==> src/rtl/clock_ratio_pkg.sv <==
// Shared types and default parameters for the clock ratio meter.
package clock_ratio_pkg;

    typedef enum logic [1:0] {
        IDLE      = 2'd0,
        WAIT_EDGE = 2'd1,
        MEASURE   = 2'd2
    } state_t;

    localparam int DEF_SYNC_STAGES = 2;
    localparam int DEF_WIDTH       = 32;
    localparam int DEF_TIMEOUT     = 2**20;

endpackage

==> src/rtl/sync_rise_detect.sv <==
// Synchronises an asynchronous level into clk_in and flags its rising edges.
module sync_rise_detect
    import clock_ratio_pkg::*;
#(
    parameter int SYNC_STAGES = DEF_SYNC_STAGES
) (
    input  logic clk_in,
    input  logic reset,
    input  logic sig_in,
    output logic level,
    output logic rise
);

    logic [SYNC_STAGES-1:0] sync_q;
    logic                   dly_q;

    always_ff @(posedge clk_in or posedge reset) begin
        if (reset) begin
            sync_q <= '0;
            dly_q  <= 1'b0;
        end else begin
            sync_q <= {sync_q[SYNC_STAGES-2:0], sig_in};
            dly_q  <= sync_q[SYNC_STAGES-1];
        end
    end

    assign level = sync_q[SYNC_STAGES-1];
    assign rise  = sync_q[SYNC_STAGES-1] & ~dly_q;

endmodule

==> src/rtl/clock_ratio_meter.sv <==
// Measures period and high time of a divided clock in clk_in cycles,
// with lock detection on repeated measurements and loss-of-activity timeout.
module clock_ratio_meter
    import clock_ratio_pkg::*;
#(
    parameter int SYNC_STAGES = DEF_SYNC_STAGES,
    parameter int WIDTH       = DEF_WIDTH,
    parameter int TIMEOUT     = DEF_TIMEOUT
) (
    input  logic             clk_in,
    input  logic             reset,
    input  logic             enable,
    input  logic             sig_in,
    output logic [WIDTH-1:0] ratio,
    output logic [WIDTH-1:0] high_cnt,
    output logic             valid,
    output logic             locked,
    output logic             timeout,
    output logic [1:0]       state_dbg
);

    localparam logic [WIDTH-1:0] TMO = WIDTH'(TIMEOUT);
    localparam logic [WIDTH-1:0] ONE = WIDTH'(1);

    // valid is a one-cycle strobe with no back-pressure: ratio/high_cnt are
    // stable from that cycle until the next strobe.

    state_t           state_q, state_d;
    logic [WIDTH-1:0] per_q, per_d, hi_q, hi_d;
    logic [WIDTH-1:0] ratio_d, high_d, per_inc;
    logic             valid_d, locked_d, timeout_d;
    logic             level, rise;

    sync_rise_detect #(.SYNC_STAGES(SYNC_STAGES)) u_sync (
        .clk_in (clk_in),
        .reset  (reset),
        .sig_in (sig_in),
        .level  (level),
        .rise   (rise)
    );

    assign per_inc   = per_q + ONE;
    assign state_dbg = state_q;

    always_comb begin
        state_d   = state_q;
        per_d     = per_q;
        hi_d      = hi_q;
        ratio_d   = ratio;
        high_d    = high_cnt;
        valid_d   = 1'b0;
        locked_d  = locked;
        timeout_d = timeout;
        case (state_q)
            IDLE: begin
                per_d     = '0;
                hi_d      = '0;
                locked_d  = 1'b0;
                timeout_d = 1'b0;
                state_d   = WAIT_EDGE;
            end
            WAIT_EDGE: begin
                // First edge only opens a period; nothing to report yet.
                if (rise) begin
                    per_d     = ONE;
                    hi_d      = ONE;
                    timeout_d = 1'b0;
                    state_d   = MEASURE;
                end else if (per_q != TMO) begin
                    per_d = per_inc;
                    if (per_inc == TMO) begin
                        timeout_d = 1'b1;
                        locked_d  = 1'b0;
                    end
                end
            end
            MEASURE: begin
                if (rise) begin
                    ratio_d  = per_q;
                    high_d   = hi_q;
                    valid_d  = 1'b1;
                    locked_d = (per_q == ratio) && (hi_q == high_cnt);
                    per_d    = ONE;
                    hi_d     = ONE;
                end else if (per_inc == TMO) begin
                    per_d     = TMO;
                    timeout_d = 1'b1;
                    locked_d  = 1'b0;
                    state_d   = WAIT_EDGE;
                end else begin
                    per_d = per_inc;
                    hi_d  = hi_q + {{(WIDTH-1){1'b0}}, level};
                end
            end
            default: state_d = IDLE;
        endcase
        // Disable overrides everything, including a coincident rise.
        if (!enable) begin
            state_d   = IDLE;
            per_d     = '0;
            hi_d      = '0;
            ratio_d   = ratio;
            high_d    = high_cnt;
            valid_d   = 1'b0;
            locked_d  = 1'b0;
            timeout_d = 1'b0;
        end
    end

    always_ff @(posedge clk_in or posedge reset) begin
        if (reset) begin
            state_q  <= IDLE;
            per_q    <= '0;
            hi_q     <= '0;
            ratio    <= '0;
            high_cnt <= '0;
            valid    <= 1'b0;
            locked   <= 1'b0;
            timeout  <= 1'b0;
        end else begin
            state_q  <= state_d;
            per_q    <= per_d;
            hi_q     <= hi_d;
            ratio    <= ratio_d;
            high_cnt <= high_d;
            valid    <= valid_d;
            locked   <= locked_d;
            timeout  <= timeout_d;
        end
    end

endmodule

==> config.mk <==
export PLATFORM = sky130hd
export DESIGN_NAME = clock_ratio_meter
export DESIGN_NICKNAME = d
export VERILOG_FILES = /design/src/rtl/clock_ratio_pkg.sv /design/src/rtl/sync_rise_detect.sv /design/src/rtl/clock_ratio_meter.sv
export SDC_FILE = /design/constraint.sdc
export NUM_CORES = 1
export LEC_CHECK = 0
export ABC_AREA = 1
export CAP_MARGIN = 20
export CORE_ASPECT_RATIO = 0.75
export CORE_MARGIN = 3
export CORE_UTILIZATION = 40
export CTS_CLUSTER_SIZE = 14
export DETAILED_ROUTE_END_ITERATION = 7
export PLACE_DENSITY = 0.7
export SKIP_LAST_GASP = 1
export SLEW_MARGIN = 20
export SYNTH_ARGS = -nofsm -noshare
export SYNTH_HDL_FRONTEND = slang
export SYNTH_SLANG_ARGS = --single-unit
==> constraint.sdc <==
create_clock -name clk_in -period 6.4 [get_ports clk_in]
set_clock_uncertainty 0.2 [all_clocks]
set_input_delay 1.6 -clock clk_in [delete_from_list [all_inputs] [get_ports clk_in]]
set_output_delay 1.6 -clock clk_in [all_outputs]
set_load 0.01 [all_outputs]
==> summary.txt, run 1 <==
========================================================================================================
Dpl ws                                                                                          1.675 ns
Result of the run                                                                           finished, final reports clean
Post-synth net total                                                                               1,303
HPWL after DPL                                                                                 22,750 um
Share of post-route cells with drive strength above 1                                             5.134%
I/O pin count                                                                                         73
FF-to-FF Start                                                                              u_sync.sync_q[1]$_DFF_PP0_
Max cap viols                                                                                          0
Unique masters post-synth                                                                             32
Smallest setup slack after layout                                                               1.599 ns
Total wire length after detailed routing                                                       31,620 um
Data required time of the critical path                                                          6.56 ns
Average instance area after synthesis                                                         6.797 um^2
Worst min-delay path startpoint                                                             u_sync.sync_q[0]$_DFF_PP0_
Number of setup violations in the final report                                                         0
Data arrival time of the critical path                                                           4.96 ns
Unrepaired setup endpoints after global routing                                                       no
Most common flop cell mapped by yosys                                                            dfrtp_1
Relative area change from synthesis to final layout                                               17.81%
Max-slew headroom at the worst pin                                                                27.68%
Post-CTS clock slew at the launch and capture registers of the worst setup and hold paths        0.06 ns
Mapped Cells                                                                                       1,291
Initial DRT Pass Iterations                                                                            8
DRC violation total after the first TritonRoute iteration                                          1,497
Clock buffers created by TritonCTS                                                                    17
Total congestion overflow after global routing                                                         0
Final Hold Slack                                                                               0.1486 ns
Type of the worst min-delay path                                                            register to register
Number of hold violations in the final report                                                          0
Global placer's final weighted congestion                                                          1.023
Final Critical Period                                                                           4.801 ns
Full die area                                                                               0.02377 mm^2
Post-CTS Setup Repair Bufs                                                                             0
Final count of pins violating max slew                                                                 0
Core footprint                                                                              0.02135 mm^2
Leakage                                                                                         4.490 nW
Filler cells                                                                                       2,127
Crit start category                                                                           input port
Number of vias in the routed layout                                                                9,324
Num Clock Sinks                                                                                      136
Number of synthesized register bits                                                                  136
Wire length of the first global-routing pass                                                   49,280 um
Proportion of synthesized chip area in sequential cells                                           38.79%
Number of antenna violations at the first check in global routing                                      0
Non-Filler Instances                                                                               1,632
Initial Util                                                                                      41.09%
Vias/cell                                                                                          5.713
Maximum resistive drop on vdd                                                                  0.2250 mV
Ratio of final minimum period to clock period                                                     75.01%
DP Cell Count                                                                                      1,600
Y dimension of the die                                                                          134.3 um
Worst Setup End Kind                                                                            register
Number of DRC violations after detailed routing                                                        0
Critical path fanouts, max                                                                            38
Post-layout nets                                                                                   1,343
Maximum clock frequency                                                                        208.3 MHz
Aggregate negative setup slack                                                                      0 ns
Clk Latency, worst-skew pair                                                                     0.43 ns
Slew at the pin closest to its max-slew limit                                                   1.084 ns
Launching element of the worst setup path                                                         enable
CTS tree                                                                                            done
Count of flip-flops with a built-in enable after synthesis                                             0
Number of routed nets with antenna violations                                                          0
Number of synthesis warnings                                                                           0
Resized Gates After CTS                                                                                0
Count of buffers from port buffering                                                                  72
Async S/R FF share, synth                                                                         100.0%
FP Rows                                                                                               46
Total power                                                                                   0.003109 W
Cell area after synthesis                                                                   0.008775 mm^2
Clock tree root driver cell                                                                    clkbuf_16
Total track usage                                                                                 26.90%
Via count of the first global-routing pass                                                         8,281
Number of buffers on the longest clock path                                                            2
Category of the most critical setup path                                                    input port to register
Largest net degree at the start of global routing                                                     69
DR WL/cell                                                                                      19.37 um
Ant. Diodes                                                                                            0
Areal power density over the cells                                                          300.7 mW/mm^2
H-tree levels                                                                                          4
Number of buffers inserted for hold repair after clock tree synthesis                                  0
Horizontal die dimension                                                                        177.0 um
========================================================================================================
==> final timing paths <==
path,cells after the start,slack [ns],to
hold / removal,0,0.15,u_sync.sync_q[1]$_DFF_PP0_
setup reg to reg,12,2.51,hi_q[31]$_DFFE_PP0P_
max in group asynchronous,3,3.54,ratio[14]$_DFFE_PP0P_
hold reg to reg,0,0.15,u_sync.sync_q[1]$_DFF_PP0_
min in group asynchronous,2,1.43,high_cnt[4]$_DFFE_PP0P_
setup / recovery,11,1.60,hi_q[31]$_DFFE_PP0P_
==> registers in the layout (all words and copies together) (netlist names), 2 cells and up <==
signal and count:
hi_q 32, high_cnt 32, per_q 32, ratio 32
state_dbg 2, u_sync.sync_q 2
==> cell type report <==
type                            count  area, um^2  share of cell area [%]
Clock inverter                     12       198.9                   1.924
Multi-Input combinational cell    962        4632                   44.81
Inverter                          132       500.5                   4.841
Timing Repair Buffer               82       795.8                   7.698
Sequential cell                   136        3403                   32.92
Tap cell                          288       360.3                   3.486
Clock buffer                       20       446.7                   4.321
==> Yosys cell counts, types with 4 or more instances <==
master,instances,share of area [%]
nor4_1,9,0.64
nand2_1,392,17
o21ai_0,130,7.4
nor3_1,43,2.5
nand3_1,87,5.0
o2111ai_1,27,2.7
xor2_1,22,2.2
clkbuf_1,42,1.8
ha_1,8,1.1
nor2_2,7,0.50
nand4_1,39,2.8
a21oi_1,29,1.7
nor2_1,123,5.3
nor2_4,4,0.51
buf_1,12,0.51
o22ai_1,9,0.64
inv_1,127,5.4
nand2_2,6,0.43
buf_2,4,0.23
o21ai_1,4,0.23
dfrtp_1,136,39
xnor2_1,13,1.3
==> critical path: stages <==
cell             delay (ns)
clkdlybuf4s50_1        0.45
buf_4                  0.44
clkinv_1               0.13
buf_4                  0.26
nor2_1                 0.17
inv_1                  0.10
nand2_1                0.07
clkinv_1               0.77
nand2_4                0.72
nand2_1                0.13
nand2_1                0.09
==> kinds of logic after synthesis <==
| kind of cell | after synthesis | share of synthesized area (%) |
|---|---|---|
| adder cells (fa/ha/maj) | 8 | 1.141 |
| XOR/XNOR | 35 | 3.493 |
| buffers and inverters | 193 | 8.570 |
| AO/OA/AOI/OAI | 203 | 13.02 |
| AND/OR/NAND/NOR | 716 | 34.99 |
| flip-flops | 136 | 38.79 |
==> cell usage in the layout (no fill, tap or decap), types with 3 or more instances in the layout <==
cell / n
a21oi_1: 29
buf_4: 10
bufinv_16: 5
clkbuf_16: 17
clkdlybuf4s50_1: 72
clkinv_1: 3
clkinvlp_4: 4
dfrtp_1: 136
ha_1: 7
inv_1: 124
inv_2: 4
nand2_1: 392
nand2_2: 6
nand3_1: 87
nand4_1: 39
nor2_1: 121
nor2_2: 8
nor2_4: 5
nor3_1: 43
nor4_1: 9
o2111ai_1: 27
o21ai_0: 130
o21ai_1: 4
o22ai_1: 9
xnor2_1: 13
xor2_1: 22
==> metal layers <==
layer	vias to the layer above	wire [um]	track usage [%]
met3	45	4536	8.489
met5	-	0	0
met2	616	11780	33.87
met1	4324	14800	43.42
met4	0	499	6.324
li1	4339	-	-
==> power breakdown <==
part           switching, W  internal (W)  total, W
logic              0.000670      0.000291  0.000960
registers         0.0000915      0.000957   0.00105
clock network      0.000400      0.000701   0.00110
==> through the flow <==
step | area [um^2] | util (%)
2_1_floorplan | 8775 | -
3_3_place_gp | 9692 | 45.39
3_5_place_dp | 9692 | 45.39
4_1_cts | 10340 | 48.41
5_1_grt | 10340 | 48.41
6_report | 10340 | 48.41
Note: power is estimated with default switching activity, not from simulation.
==> run 2, diff against run 1 <==
==> constraint.sdc (replaced) <==
create_clock -name clk_in -period 5.04 [get_ports clk_in]
set_clock_uncertainty 0.2 [all_clocks]
set_input_delay 1.26 -clock clk_in [delete_from_list [all_inputs] [get_ports clk_in]]
set_output_delay 1.26 -clock clk_in [all_outputs]
set_load 0.01 [all_outputs]
==> run 2 against run 1 <==
Net effect: sequential power grew 28%; setup slack lost 0.34 ns; non-clock buffer count grew 1; global-route usage grew 1.0 points; first-iteration DRC count shrank 8.6%; final cell count is essentially flat; count of clock-buffer cells in the layout shrank 2; via count shrank 0.85%; sequential cell count is the same; clock power grew 20%; critical path type is now register to register; largest cell class unchanged.
==> summary.txt, run 2 (same netlist as run 1, synthesis figures left out) <==
========================================================================================================
Dpl ws                                                                                         0.9235 ns   -0.7511 ns
Number of antenna violations at the first check in global routing                                      1   +1
Buf+Inv Stages, Crit Path                                                                              0   -6
Final count of pins violating max slew                                                                 0   unchanged
FP Rows                                                                                               46   unchanged
Maximum clock frequency                                                                        264.7 MHz
Vias/cell                                                                                          5.661   -0.91%
Initial Util                                                                                      41.09%   unchanged
Unrepaired setup endpoints after global routing                                                       no
Number of buffers on the longest clock path                                                            2   unchanged
HPWL after DPL                                                                                 23,560 um   +3.6%
Clock buffers created by TritonCTS                                                                    17   unchanged
Y dimension of the die                                                                          134.3 um   unchanged
Number of routed nets with antenna violations                                                          0   unchanged
Number of hold violations in the final report                                                          0   unchanged
Number of DRC violations after detailed routing                                                        0   unchanged
Cell type group with the largest total delay on the critical path                           simple AND/OR/NAND/NOR gates
GRT met1 Usage                                                                                    43.83%   +0.42 points
Ratio of final minimum period to clock period                                                     74.96%
Data required time of the critical path                                                          5.20 ns   -1.36 ns
DR WL/cell                                                                                      20.03 um   +3.4%
Finished Core Util                                                                                48.46%   about the same
Cell repeated most along the worst path                                                          nand2_1
Type of the worst min-delay path                                                            register to register
Chain of cells forming the critical path                                                    ha_1, nand2_2, nor2_4, nand3_1, o21ai_1, nand2_1, nor2_1, nand2_1, nor2_2, nand4_4, nand2_4, nand2_1, nand2_1
Initial DRT Pass Iterations                                                                            6   -2
Resized Gates After CTS                                                                                0   unchanged
Core footprint                                                                              0.02135 mm^2   unchanged
Via count of the first global-routing pass                                                         8,304   +0.28%
Final Critical Period                                                                           3.778 ns
Share of post-route cells with drive strength above 1                                             5.353%   +0.22 points
Relative area change from synthesis to final layout                                               17.92%   about the same
Maximum resistive drop on vdd                                                                  0.4243 mV   +89%
Smallest setup slack after layout                                                               1.262 ns   -0.3372 ns
Number of buffers inserted for hold repair after clock tree synthesis                                  0   unchanged
Num Clock Sinks                                                                                      136   unchanged
Max cap viols                                                                                          0   unchanged
Total congestion overflow after global routing                                                         0   unchanged
Peak per-stage delay on the critical path                                                        0.54 ns   -0.23 ns
Total track usage                                                                                 27.95%   +1.0 points
Filler cells                                                                                       2,156   +1.4%
Commonest cells after routing, fill and taps aside                                          nand2_1, dfrtp_1, o21ai_0
DRC violation total after the first TritonRoute iteration                                          1,369   -8.6%
Post-CTS clock slew at the launch and capture registers of the worst setup and hold paths        0.06 ns   about the same
Data arrival time of the critical path                                                           3.94 ns   -1.02 ns
Areal power density over the cells                                                          379.5 mW/mm^2   +26%
Clk Latency, worst-skew pair                                                                     0.43 ns   about the same
Horizontal die dimension                                                                        177.0 um   unchanged
Total wire length after detailed routing                                                       32,710 um   +3.4%
Full die area                                                                               0.02377 mm^2   unchanged
CTS tree                                                                                            done
Wire length of the first global-routing pass                                                   50,680 um   +2.8%
I/O pin count                                                                                         73   unchanged
Largest net degree at the start of global routing                                                     78   +13%
Global placer's final weighted congestion                                                         0.9813   -4.0%
Highest-utilization routing layer at the global route stage                                         met1
Worst Setup End Kind                                                                            register
Critical path fanouts, max                                                                            33   -13%
Crit start category                                                                             register
Slew at the pin closest to its max-slew limit                                                   1.099 ns   +0.01593 ns
Number of setup violations in the final report                                                         0   unchanged
Leakage                                                                                         4.487 nW   about the same
Count of buffers from port buffering                                                                  72   unchanged
H-tree levels                                                                                          4   unchanged
Number of vias in the routed layout                                                                9,245   -0.85%
Result of the run                                                                           finished, final reports clean
Ant. Diodes                                                                                            0   unchanged
Post-CTS Setup Repair Bufs                                                                             0   unchanged
Met3 Use GR                                                                                       9.960%   +1.5 points
Max-slew headroom at the worst pin                                                                26.62%   -1.1 points
Category of the most critical setup path                                                    register to register
Worst path slowest cell                                                                          nand2_4
Post-layout nets                                                                                   1,344   +0.074%
Aggregate negative setup slack                                                                      0 ns   unchanged
Clock tree root driver cell                                                                    clkbuf_16
Register area                                                                               0.003403 mm^2   unchanged
Commonest non-fill, non-tap cell in the layout                                                   nand2_1
GR Layer Usage met2                                                                               36.04%   +2.2 points
Multi-input gate area in the final layout                                                   0.004632 mm^2   unchanged
Final Hold Slack                                                                               0.1490 ns   +0.0003770 ns
Register-to-Register Setup Slack                                                                 1.26 ns   -1.25 ns
========================================================================================================
-- run 2: metal layers --
metal / up-vias / part of all wire (%)
met2: 574 / 38
met4: 2 / 1.7
met1: 4289 / 47
met3: 47 / 13
li1: 4333 / -
met5: - / 0.040
-- run 2: layout make-up --
class	count	area share [%]
Tap cell	288	3.482
Timing Repair Buffer	83	8.077
Inverter	132	4.837
Sequential cell	136	32.89
Clock buffer	18	4.244
Multi-Input combinational cell	962	44.76
Clock inverter	14	1.705
-- run 2: path summary, 6_finish.rpt --
| path | start | depth (start not counted) | endpoint |
|---|---|---|---|
| min | u_sync.sync_q[0]$_DFF_PP0_ | 0 | u_sync.sync_q[1]$_DFF_PP0_ |
| max reg2reg | per_q[0]$_DFFE_PP0P_ | 13 | hi_q[12]$_DFFE_PP0P_ |
| min reg2reg | u_sync.sync_q[0]$_DFF_PP0_ | 0 | u_sync.sync_q[1]$_DFF_PP0_ |
| max | per_q[0]$_DFFE_PP0P_ | 13 | hi_q[12]$_DFFE_PP0P_ |
| min in group asynchronous | reset | 2 | per_q[18]$_DFFE_PP0P_ |
| max in group asynchronous | reset | 3 | high_cnt[3]$_DFFE_PP0P_ |
-- run 2: where the power goes --
part	switching [W]	internal [W]
Sequential	0.000123	0.00121
Clock	0.000528	0.000793
Combinational	0.000868	0.000401
-- run 2: metrics by stage --
stage	std cells	instance area, um^2	power, W
floorplan	1291	8778	0.001997
global placement	1600	9703	0.002539
detailed placement	1600	9703	0.002545
CTS	1632	10320	0.003863
global route	1633	10350	0.004095
finish	1633	10350	0.003927
-- run 2: worst reg2reg max path: cells and delay by family (launching register included) --
kind                       cells  cell delay, ns
AOI/OAI and AO/OA              1            0.28
adders and majority gates      1            0.27
DFF                            1            0.47
and+or+nand+nor               11            2.49
